[src/rtl/alu_jdl25175_if.sv]
// Controller-to-ALU bus: operation select, operands, start/hold level, and the registered result.
interface alu_jdl25175_if;
  logic        calculate;
  logic [3:0]  opcode;
  logic [7:0]  opA;
  logic [7:0]  opB;
  logic [15:0] coreOut;
  logic        opComplete;

  modport master (
    output calculate, opcode, opA, opB,
    input  coreOut, opComplete
  );

  modport slave (
    input  calculate, opcode, opA, opB,
    output coreOut, opComplete
  );
endinterface

[src/rtl/alu_jdl25175.sv]
// 8-bit ALU with a registered 16-bit result.
// Opcodes 0-11 complete in one cycle. Opcode 12 is a multi-cycle range sum A+(A+1)+...+B.
module alu_jdl25175 (
  input  logic           pulse,
  input  logic           reset,
  alu_jdl25175_if.slave  bus
);

  typedef enum logic [1:0] {IDLE, RUN, DONE} state_t;

  localparam logic [3:0] OP_RSUM = 4'd12;

  state_t      state, state_nx;
  logic [7:0]  b_q, b_nx;
  logic [7:0]  idx_q, idx_nx;
  logic [15:0] acc_q, acc_nx;
  logic [15:0] out_q, out_nx;
  logic        vld_q, vld_nx;

  logic [15:0] op_res;
  logic        op_vld;
  logic [2:0]  sh;
  logic [15:0] ext_a, ext_b, dbl_a, rot_l, rot_r;
  logic [15:0] sum_nx;

  assign sh    = bus.opB[2:0];
  assign ext_a = {8'b0, bus.opA};
  assign ext_b = {8'b0, bus.opB};
  // Rotating a doubled copy of A leaves the rotated byte in one half.
  assign dbl_a = {bus.opA, bus.opA};
  assign rot_l = dbl_a << sh;
  assign rot_r = dbl_a >> sh;
  assign sum_nx = acc_q + {8'b0, idx_q};

  // Single-cycle operation result from the current inputs
  always_comb begin
    op_res = '0;
    op_vld = 1'b1;
    case (bus.opcode)
      4'd0:    op_res = ext_a + ext_b;
      4'd1:    op_res = ext_a - ext_b;
      4'd2:    op_res = ext_a * ext_b;
      4'd3:    op_res = {13'b0, bus.opA > bus.opB, bus.opA == bus.opB, bus.opA < bus.opB};
      4'd4:    op_res = {8'b0, bus.opA & bus.opB};
      4'd5:    op_res = {8'b0, bus.opA | bus.opB};
      4'd6:    op_res = {8'b0, bus.opA ^ bus.opB};
      4'd7:    op_res = {8'b0, ~bus.opA};
      4'd8:    op_res = ext_a << sh;
      4'd9:    op_res = {8'b0, bus.opA >> sh};
      4'd10:   op_res = {8'b0, rot_l[15:8]};
      4'd11:   op_res = {8'b0, rot_r[7:0]};
      default: op_vld = 1'b0;
    endcase
  end

  // Next-state, range-sum datapath and next registered outputs
  always_comb begin
    state_nx = state;
    b_nx     = b_q;
    idx_nx   = idx_q;
    acc_nx   = acc_q;
    out_nx   = out_q;
    vld_nx   = vld_q;
    case (state)
      IDLE: begin
        if (bus.opcode == OP_RSUM) begin
          out_nx = '0;
          vld_nx = 1'b0;
          if (bus.calculate) begin
            b_nx   = bus.opB;
            acc_nx = ext_a;
            idx_nx = bus.opA + 8'd1;
            if (bus.opA == bus.opB) begin
              state_nx = DONE;
              out_nx   = ext_a;
              vld_nx   = 1'b1;
            end else if (bus.opA > bus.opB) begin
              state_nx = DONE;
              vld_nx   = 1'b1;
            end else begin
              state_nx = RUN;
            end
          end
        end else begin
          out_nx = op_res;
          vld_nx = op_vld;
        end
      end
      RUN: begin
        if (!bus.calculate) begin
          state_nx = IDLE;
          out_nx   = '0;
          vld_nx   = 1'b0;
        end else begin
          acc_nx = sum_nx;
          if (idx_q == b_q) begin
            state_nx = DONE;
            out_nx   = sum_nx;
            vld_nx   = 1'b1;
          end else begin
            idx_nx = idx_q + 8'd1;
          end
        end
      end
      DONE: begin
        if (!bus.calculate) begin
          state_nx = IDLE;
          out_nx   = '0;
          vld_nx   = 1'b0;
        end
      end
      default: begin
        state_nx = IDLE;
        out_nx   = '0;
        vld_nx   = 1'b0;
      end
    endcase
  end

  // State and result registers, cleared immediately by reset
  always_ff @(posedge pulse or posedge reset) begin
    if (reset) begin
      state <= IDLE;
      b_q   <= '0;
      idx_q <= '0;
      acc_q <= '0;
      out_q <= '0;
      vld_q <= 1'b0;
    end else begin
      state <= state_nx;
      b_q   <= b_nx;
      idx_q <= idx_nx;
      acc_q <= acc_nx;
      out_q <= out_nx;
      vld_q <= vld_nx;
    end
  end

  assign bus.coreOut    = out_q;
  assign bus.opComplete = vld_q;

endmodule

[src/flat_wrapper.sv]
// flat-port wrapper written by rule: the top's interface ports become plain ports
module alu_jdl25175_flat 
  (pulse, reset, bus_calculate, bus_opcode, bus_opA, bus_opB, bus_coreOut, bus_opComplete);
  alu_jdl25175_if bus_i ();
  input  logic pulse;
  input  logic reset;
  input wire logic [$bits(bus_i.calculate)-1:0] bus_calculate;
  input wire logic [$bits(bus_i.opcode)-1:0] bus_opcode;
  input wire logic [$bits(bus_i.opA)-1:0] bus_opA;
  input wire logic [$bits(bus_i.opB)-1:0] bus_opB;
  output wire logic [$bits(bus_i.coreOut)-1:0] bus_coreOut;
  output wire logic [$bits(bus_i.opComplete)-1:0] bus_opComplete;
  assign bus_i.calculate = bus_calculate;
  assign bus_i.opcode = bus_opcode;
  assign bus_i.opA = bus_opA;
  assign bus_i.opB = bus_opB;
  assign bus_coreOut = bus_i.coreOut;
  assign bus_opComplete = bus_i.opComplete;
  alu_jdl25175 u_core (.pulse(pulse), .reset(reset), .bus(bus_i));
endmodule
[config.mk]
export PLATFORM = sky130hd
export DESIGN_NAME = alu_jdl25175_flat
export DESIGN_NICKNAME = d
export VERILOG_FILES = /design/src/rtl/alu_jdl25175_if.sv /design/src/rtl/alu_jdl25175.sv /design/src/flat_wrapper.sv
export SDC_FILE = /design/constraint.sdc
export NUM_CORES = 1
export LEC_CHECK = 0
export BUFFER_PORTS_ARGS = -buffer_cell sky130_fd_sc_hd__buf_2
export CORE_MARGIN = 3
export CORE_UTILIZATION = 30
export DETAILED_ROUTE_END_ITERATION = 7
export SLEW_MARGIN = 20
export SYNTH_ARGS = -nofsm -noshare
export SYNTH_HDL_FRONTEND = slang
export SYNTH_SLANG_ARGS = --single-unit
[constraint.sdc]
create_clock -name pulse -period 2.4 [get_ports pulse]
set_input_delay 0.24 -clock pulse [delete_from_list [all_inputs] [get_ports pulse]]
set_output_delay 0.24 -clock pulse [all_outputs]
set_load 0.02 [all_outputs]
## Word-level counts from Yosys, hierarchy flattened

Cells that the tools add are included.

- Flip-flop bits (word level): 51
- Bits in latches: 0
- RAM bits: 0
- Bits in read-only memories: 0
- Bits of input ports: 23
- Output and inout port bits: 17
- Word-level logic and storage cells: 87
- Memories kept: 0

- Add/sub/neg operators: 5
- Multipliers: 1
- Divide/modulo/power cells: 0
- Magnitude comparators: 2
- Equality and inequality tests: 22
- Shift-type cells: 4
- Mux-type cells: 34
- Bitwise operators: 4
- Reduce and logical (&&, ||, !) cells: 9

Operator list:

| operator | count |
|---|---|
| case mux 16 bit (12 select lines) | 1 |
| 2-to-1 mux 16 bit | 8 |
| case mux 16 bit (3 select lines) | 1 |
| 2-to-1 mux 8 bit | 5 |
| case mux 16 bit (2 select lines) | 1 |
| == test 4 bit (second input constant) | 5 |
| adder 16 x 8 -> 16 bit | 1 |
| adder 8 x 1 -> 8 bit (second input constant) | 2 |
| == test 4 x 3 -> 1 bit (second input constant) | 4 |
| == test 8 bit | 2 |
| multiplier 8 x 8 -> 16 bit | 1 |
| case mux 8 bit (2 select lines) | 1 |
| left shift 16 x 3 -> 16 bit | 1 |
| left shift 8 x 3 -> 16 bit | 1 |
| >> shifter 16 x 3 -> 8 bit | 1 |
| 2-to-1 mux 2 bit | 7 |
| OR reduction 12 bit | 1 |
| adder 8 x 8 -> 9 bit | 1 |
| subtractor 8 x 8 -> 9 bit | 1 |
| bitwise AND 8 bit | 1 |
| == test 4 x 2 -> 1 bit (second input constant) | 2 |
| greater-than comparator 8 bit | 1 |
| < comparator 8 bit | 1 |
| 2-to-1 mux 1 bit | 8 |
| other kinds (19) | 23 |

## Logic depth before layout (Yosys ltp)

- Word-level depth: 6
- Mapped depth: 19
- Mapped depth without buffers: 17

## Worst setup path before layout

OpenSTA, ideal clock, no wires.

- Kind: input-to-reg
- Start point: input port bus_opB[2]
- End point: register u_core.out_q[13] (netlist: u_core.bus.coreOut[13])
- Library setup time: 0.146 ns
- Data arrival time: 4.830 ns
- Required time: 2.254 ns
- Slack: -2.576 ns
- Stages: 19
- Path buffers: 4
- Cells stage by stage: clkbuf_1 -> clkbuf_1 -> clkbuf_1 -> nand2_1 -> fa_1 -> fa_1 -> inv_1 -> fa_1 -> inv_1 -> fa_1 -> inv_1 -> ha_1 -> clkbuf_1 -> o21ai_0 -> o21ai_0 -> nand2_1 -> o311a_1 -> o21ai_0 -> o311ai_0

- Cells in the longest elaborated chain, start to end: 4
- Elaborated cells between the ends (all ways): 6
- Classes of those cells: 1 x add/sub; 1 x mul; 1 x shift; 3 x mux

Ends and longest elaborated chain:

| item | line | source |
|---|---|---|
| start, declared | flat_wrapper.sv:10 | `input wire logic [$bits(bus_i.opB)-1:0] bus_opB;` |
| multiplier 8 x 8 -> 16 bit (tied with other cells) | alu_jdl25175.sv:42 | `4'd2: op_res = ext_a * ext_b;` |
| case mux 16 bit (12 select lines) * | alu_jdl25175.sv:39 | `case (bus.opcode)` |
| 2-to-1 mux 16 bit * | alu_jdl25175.sv:66 | `if (bus.opcode == OP_RSUM) begin` |
| case mux 16 bit (3 select lines) * | alu_jdl25175.sv:64 | `case (state)` |
| end signal, assigned | alu_jdl25175.sv:134 | `out_q <= out_nx;` |
| end, declared | alu_jdl25175.sv:17 | `logic [15:0] out_q, out_nx;` |

Every way passes the cells marked *; elsewhere a longest branch is shown, timed or not.
A chain may end at the register's enable or synchronous reset.

## Worst setup path in the final report

- Start point: input port bus_opA[3]
- End point: register u_core.out_q[14] (netlist: u_core.bus.coreOut[14])

- Cells in the longest elaborated chain, start to end: 4
- Elaborated cells between the ends (all ways): 6
- Classes of those cells: 1 x add/sub; 1 x mul; 1 x shift; 3 x mux

Ends and longest elaborated chain:

| item | line | source |
|---|---|---|
| start, declared | flat_wrapper.sv:9 | `input wire logic [$bits(bus_i.opA)-1:0] bus_opA;` |
| multiplier 8 x 8 -> 16 bit (tied with other cells) | alu_jdl25175.sv:42 |  |
| case mux 16 bit (12 select lines) * | alu_jdl25175.sv:39 |  |
| 2-to-1 mux 16 bit * | alu_jdl25175.sv:66 |  |
| case mux 16 bit (3 select lines) * | alu_jdl25175.sv:64 |  |

Marked as above.

==> impl_metrics.json <==
{
  "clock.fmax_mhz": 274,
  "firstDrtPassIters": 5,
  "wl_per_cell_um": 21.0,
  "synth_cell_type_count": 85,
  "fin_crit_sh": 1.52,
  "rsz0062_at_grt": "true",
  "violations": "negative setup slack",
  "yosysSeqAreaShare": 0.160,
  "status": "complete, but fails checks",
  "netlist_area_um2": 7990,
  "dpl.hpwl_mm": 25.6,
  "grt-ovfl-total": 0,
  "drtIter0Drc": 650,
  "setup-violations-final": 13,
  "fin_skew_ns": 0.00589,
  "power_uw": 6970,
  "worstSetupPathType": "in -> reg",
  "dp_cells": 1515,
  "r2r-end": "u_core.bus.coreOut[15]",
  "clkSinkCount": 51,
  "power_frac_seq": 0.168,
  "grt_pass1_wl_mm": 50.1,
  "p_leak_uw": 0.00504,
  "detail-route-antenna-nets": 0,
  "worstMarginPinSlew_ns": 0.741,
  "p_sw_uw": 3140,
  "root_buffer": "clkbuf_16",
  "clock_latency_ns": 0.30,
  "syn_area_per_cell_um2": 7.91,
  "cts_tree": "built",
  "grt_max_degree": 33,
  "ioPinCount": 40,
  "synth-async-reset-ratio": 1.00,
  "holdBufCountCts": 0,
  "fin_setup_tns_ns": -14.27,
  "rows": 59,
  "clockBufferDepth": 2,
  "nNetsFinal": 1341,
  "maxSlewHeadroom": 0.505,
  "hold_slack_ns": 0.0683,
  "dieArea_um2": 28600,
  "slew_violations": 0,
  "r2r_slack_ns": -0.04,
  "grt_pass1_vias": 8600,
  "worstSetupStartpointType": "input pin",
  "syn_nets": 1142,
  "synth_edf_count": 0,
  "start_util": 0.306,
  "layout-drive-gt1-share": 0.352,
  "drc": 0,
  "p_clk_frac": 0.105,
  "h-tree-depth": 2,
  "area_growth_pct": 38.4,
  "swShare": 0.450,
  "vias": 8653,
  "core_area_um2": 26100,
  "cp.required_ns": 2.63,
  "clk_pin_slew_ns": 0.07,
  "ys_ff_latch": 51,
  "ir_worst_vdd_mv": 0.406,
  "place.gp.congestion": 0.992,
  "setup_ws_ns": -1.25,
  "dpl-instance-area_um2": 9960,
  "dieWidth_um": 169,
  "antenna_cells": 0,
  "syn_inst": 1010,
  "finalNonFillerCells": 1544,
  "synth_ff_type": "dfrtp_1",
  "grt_use_total": 0.223,
  "comb_power_share": 0.727,
  "via_per_inst": 5.60,
  "intPower_uw": 3840,
  "yosys_warnings": 0,
  "antenna_found_initial": 0,
  "hp-class": "in -> async",
  "reg2reg_depth": 6,
  "critPathArrivalTime_ns": 3.88,
  "critical_path.max_fanout": 5,
  "hold_viol_final": 0,
  "io_buffers": 39,
  "end_kind": "register",
  "finalWirelength_mm": 32.4,
  "r2r-start": "u_core.idx_q[5]",
  "die_h_um": 169,
  "final_cell_area_um2": 11100,
  "p_per_area_nw_per_um2": 631,
  "drv_cap": 0,
  "fin_crit_ns": 3.65,
  "cts_buffers": 5
}
[worst max-delay path, cell delays in order]
cell and delay [ns]:
buf_12 0.11, nand2_4 0.05, fa_1 0.50, fa_1 0.53, inv_2 0.04, fa_1 0.48
inv_1 0.05, fa_1 0.49, inv_2 0.05, ha_4 0.26, buf_6 0.13, nand3_2 0.06
a21oi_2 0.06, a41oi_2 0.21, a21boi_2 0.09, or3_1 0.35, a31oi_1 0.15
[power by group through the flow]
stage          combinational, uW  clock (uW)  sequential, uW
6_report                    5070         735            1170
5_1_grt                     5460         781            1190
4_1_cts                     4680         743            1170
3_5_place_dp                4110           0            1180
3_3_place_gp                4030           0            1180
2_1_floorplan               2650           0            1190
[synth_stat cells, types with 4 or more instances]
master / n / area, um^2
o2111ai_1: 4 / 35.0
o31ai_1: 15 / 113
o221ai_1: 4 / 35.0
nor2b_1: 9 / 56.3
a21o_1: 19 / 143
xor2_1: 14 / 123
clkinv_1: 6 / 22.5
nand3b_1: 8 / 60.1
ha_1: 70 / 876
xnor2_1: 15 / 131
dfrtp_1: 51 / 1280
o21a_1: 4 / 30.0
nor2_1: 100 / 375
nor3_1: 21 / 105
nand4_1: 7 / 43.8
nor4_1: 9 / 56.3
and3_1: 8 / 50.1
nand2b_1: 16 / 100
a221oi_1: 6 / 52.6
a21oi_1: 70 / 350
a22oi_1: 7 / 52.6
mux2_2: 4 / 45.0
a22o_1: 5 / 43.8
o211ai_1: 6 / 45.0
nand3_1: 23 / 115
buf_2: 20 / 100
a31oi_1: 10 / 62.6
fa_1: 39 / 781
o21ai_0: 68 / 340
clkbuf_1: 35 / 131
a211oi_1: 13 / 97.6
mux2i_1: 30 / 300
and2_1: 8 / 50.1
o22ai_1: 6 / 37.5
a211o_1: 6 / 52.6
o21bai_1: 5 / 37.5
nand2_1: 99 / 372
mux4_2: 7 / 158
inv_1: 81 / 304
[worst max-delay path by stage]
stage | depth (start not counted) | slack, ns | start | endpoint
after floorplan | 19 | -1.55 | bus_opB[2] | u_core.bus.coreOut[13]
after global placement | 17 | -1.76 | bus_opA[3] | u_core.bus.coreOut[6]
after detailed placement | 18 | -1.77 | bus_opB[2] | u_core.bus.coreOut[12]
after CTS | 17 | -1.23 | bus_opA[4] | u_core.bus.coreOut[14]
after global routing | 17 | -1.42 | bus_opA[3] | u_core.bus.coreOut[14]
final | 17 | -1.25 | bus_opA[3] | u_core.bus.coreOut[14]
[metal layers]
layer / GRT usage / share of wire / up-vias / wire [um]
met5: 0 / 0 / - / 0
met4: 0.0576 / 0.029 / 0 / 952
met3: 0.0268 / 0.062 / 66 / 2020
met2: 0.372 / 0.47 / 342 / 15200
met1: 0.307 / 0.44 / 4219 / 14200
li1: - / - / 4026 / -
[per-stage QoR]
step           setup slack [ns]   util
6_report                  -1.25  0.423
5_1_grt                   -1.42  0.423
4_1_cts                   -1.23  0.412
3_5_place_dp              -1.77  0.381
3_3_place_gp              -1.76  0.381
2_1_floorplan             -1.55      -
[cells in the final DEF, fill, tap and decap left out, types with 18 or more instances in the layout]
cell type / netlist / layout
dfrtp_1: 51 / 51
a21oi_1: 70 / 59
nand2_1: 99 / 93
buf_2: 20 / 25
nand3_1: 23 / 22
buf_6: 3 / 18
nor2_1: 100 / 81
inv_1: 81 / 57
fa_1: 39 / 34
a21o_1: 19 / 19
buf_4: 1 / 198
o21ai_0: 68 / 53
mux2i_1: 30 / 29
ha_1: 70 / 54
[cells by family (layout without fill, tap and decap cells)]
| family | Yosys count | after routing | synth area share |
|---|---|---|---|
| fa+ha+maj | 109 | 109 | 0.207 |
| xor+xnor | 30 | 30 | 0.0338 |
| simple gates | 336 | 336 | 0.209 |
| mux | 41 | 41 | 0.0629 |
| flops | 51 | 51 | 0.160 |
| compound gates | 295 | 295 | 0.249 |
| buf+inv | 148 | 347 | 0.0784 |
[layout make-up]
type	instances	area [um^2]
clock inverter	1	5.00
sequential	51	1280
fill	2623	15100
clock buffer	6	139
tap	335	419
inverter	87	378
multi-input combinational	811	6790
timing repair buffer	253	2050
[timing repair]
| item | in CTS | in global routing |
|---|---|---|
| pin swaps | 68 | 54 |
| cloned | 0 | 0 |
| setup endpoints to repair | 21 | 24 |
| resized for setup | 150 | 53 |
| setup buffers | 16 | 8 |
[flip-flops by register name, indices dropped and copies added, names as in the netlist]
register	cells
u_core.b_q	8
u_core.acc_q	16
u_core.bus.opComplete	1
u_core.state	2
u_core.bus.coreOut	16
u_core.idx_q	8
No activity file was read; power rests on OpenSTA's default activity.
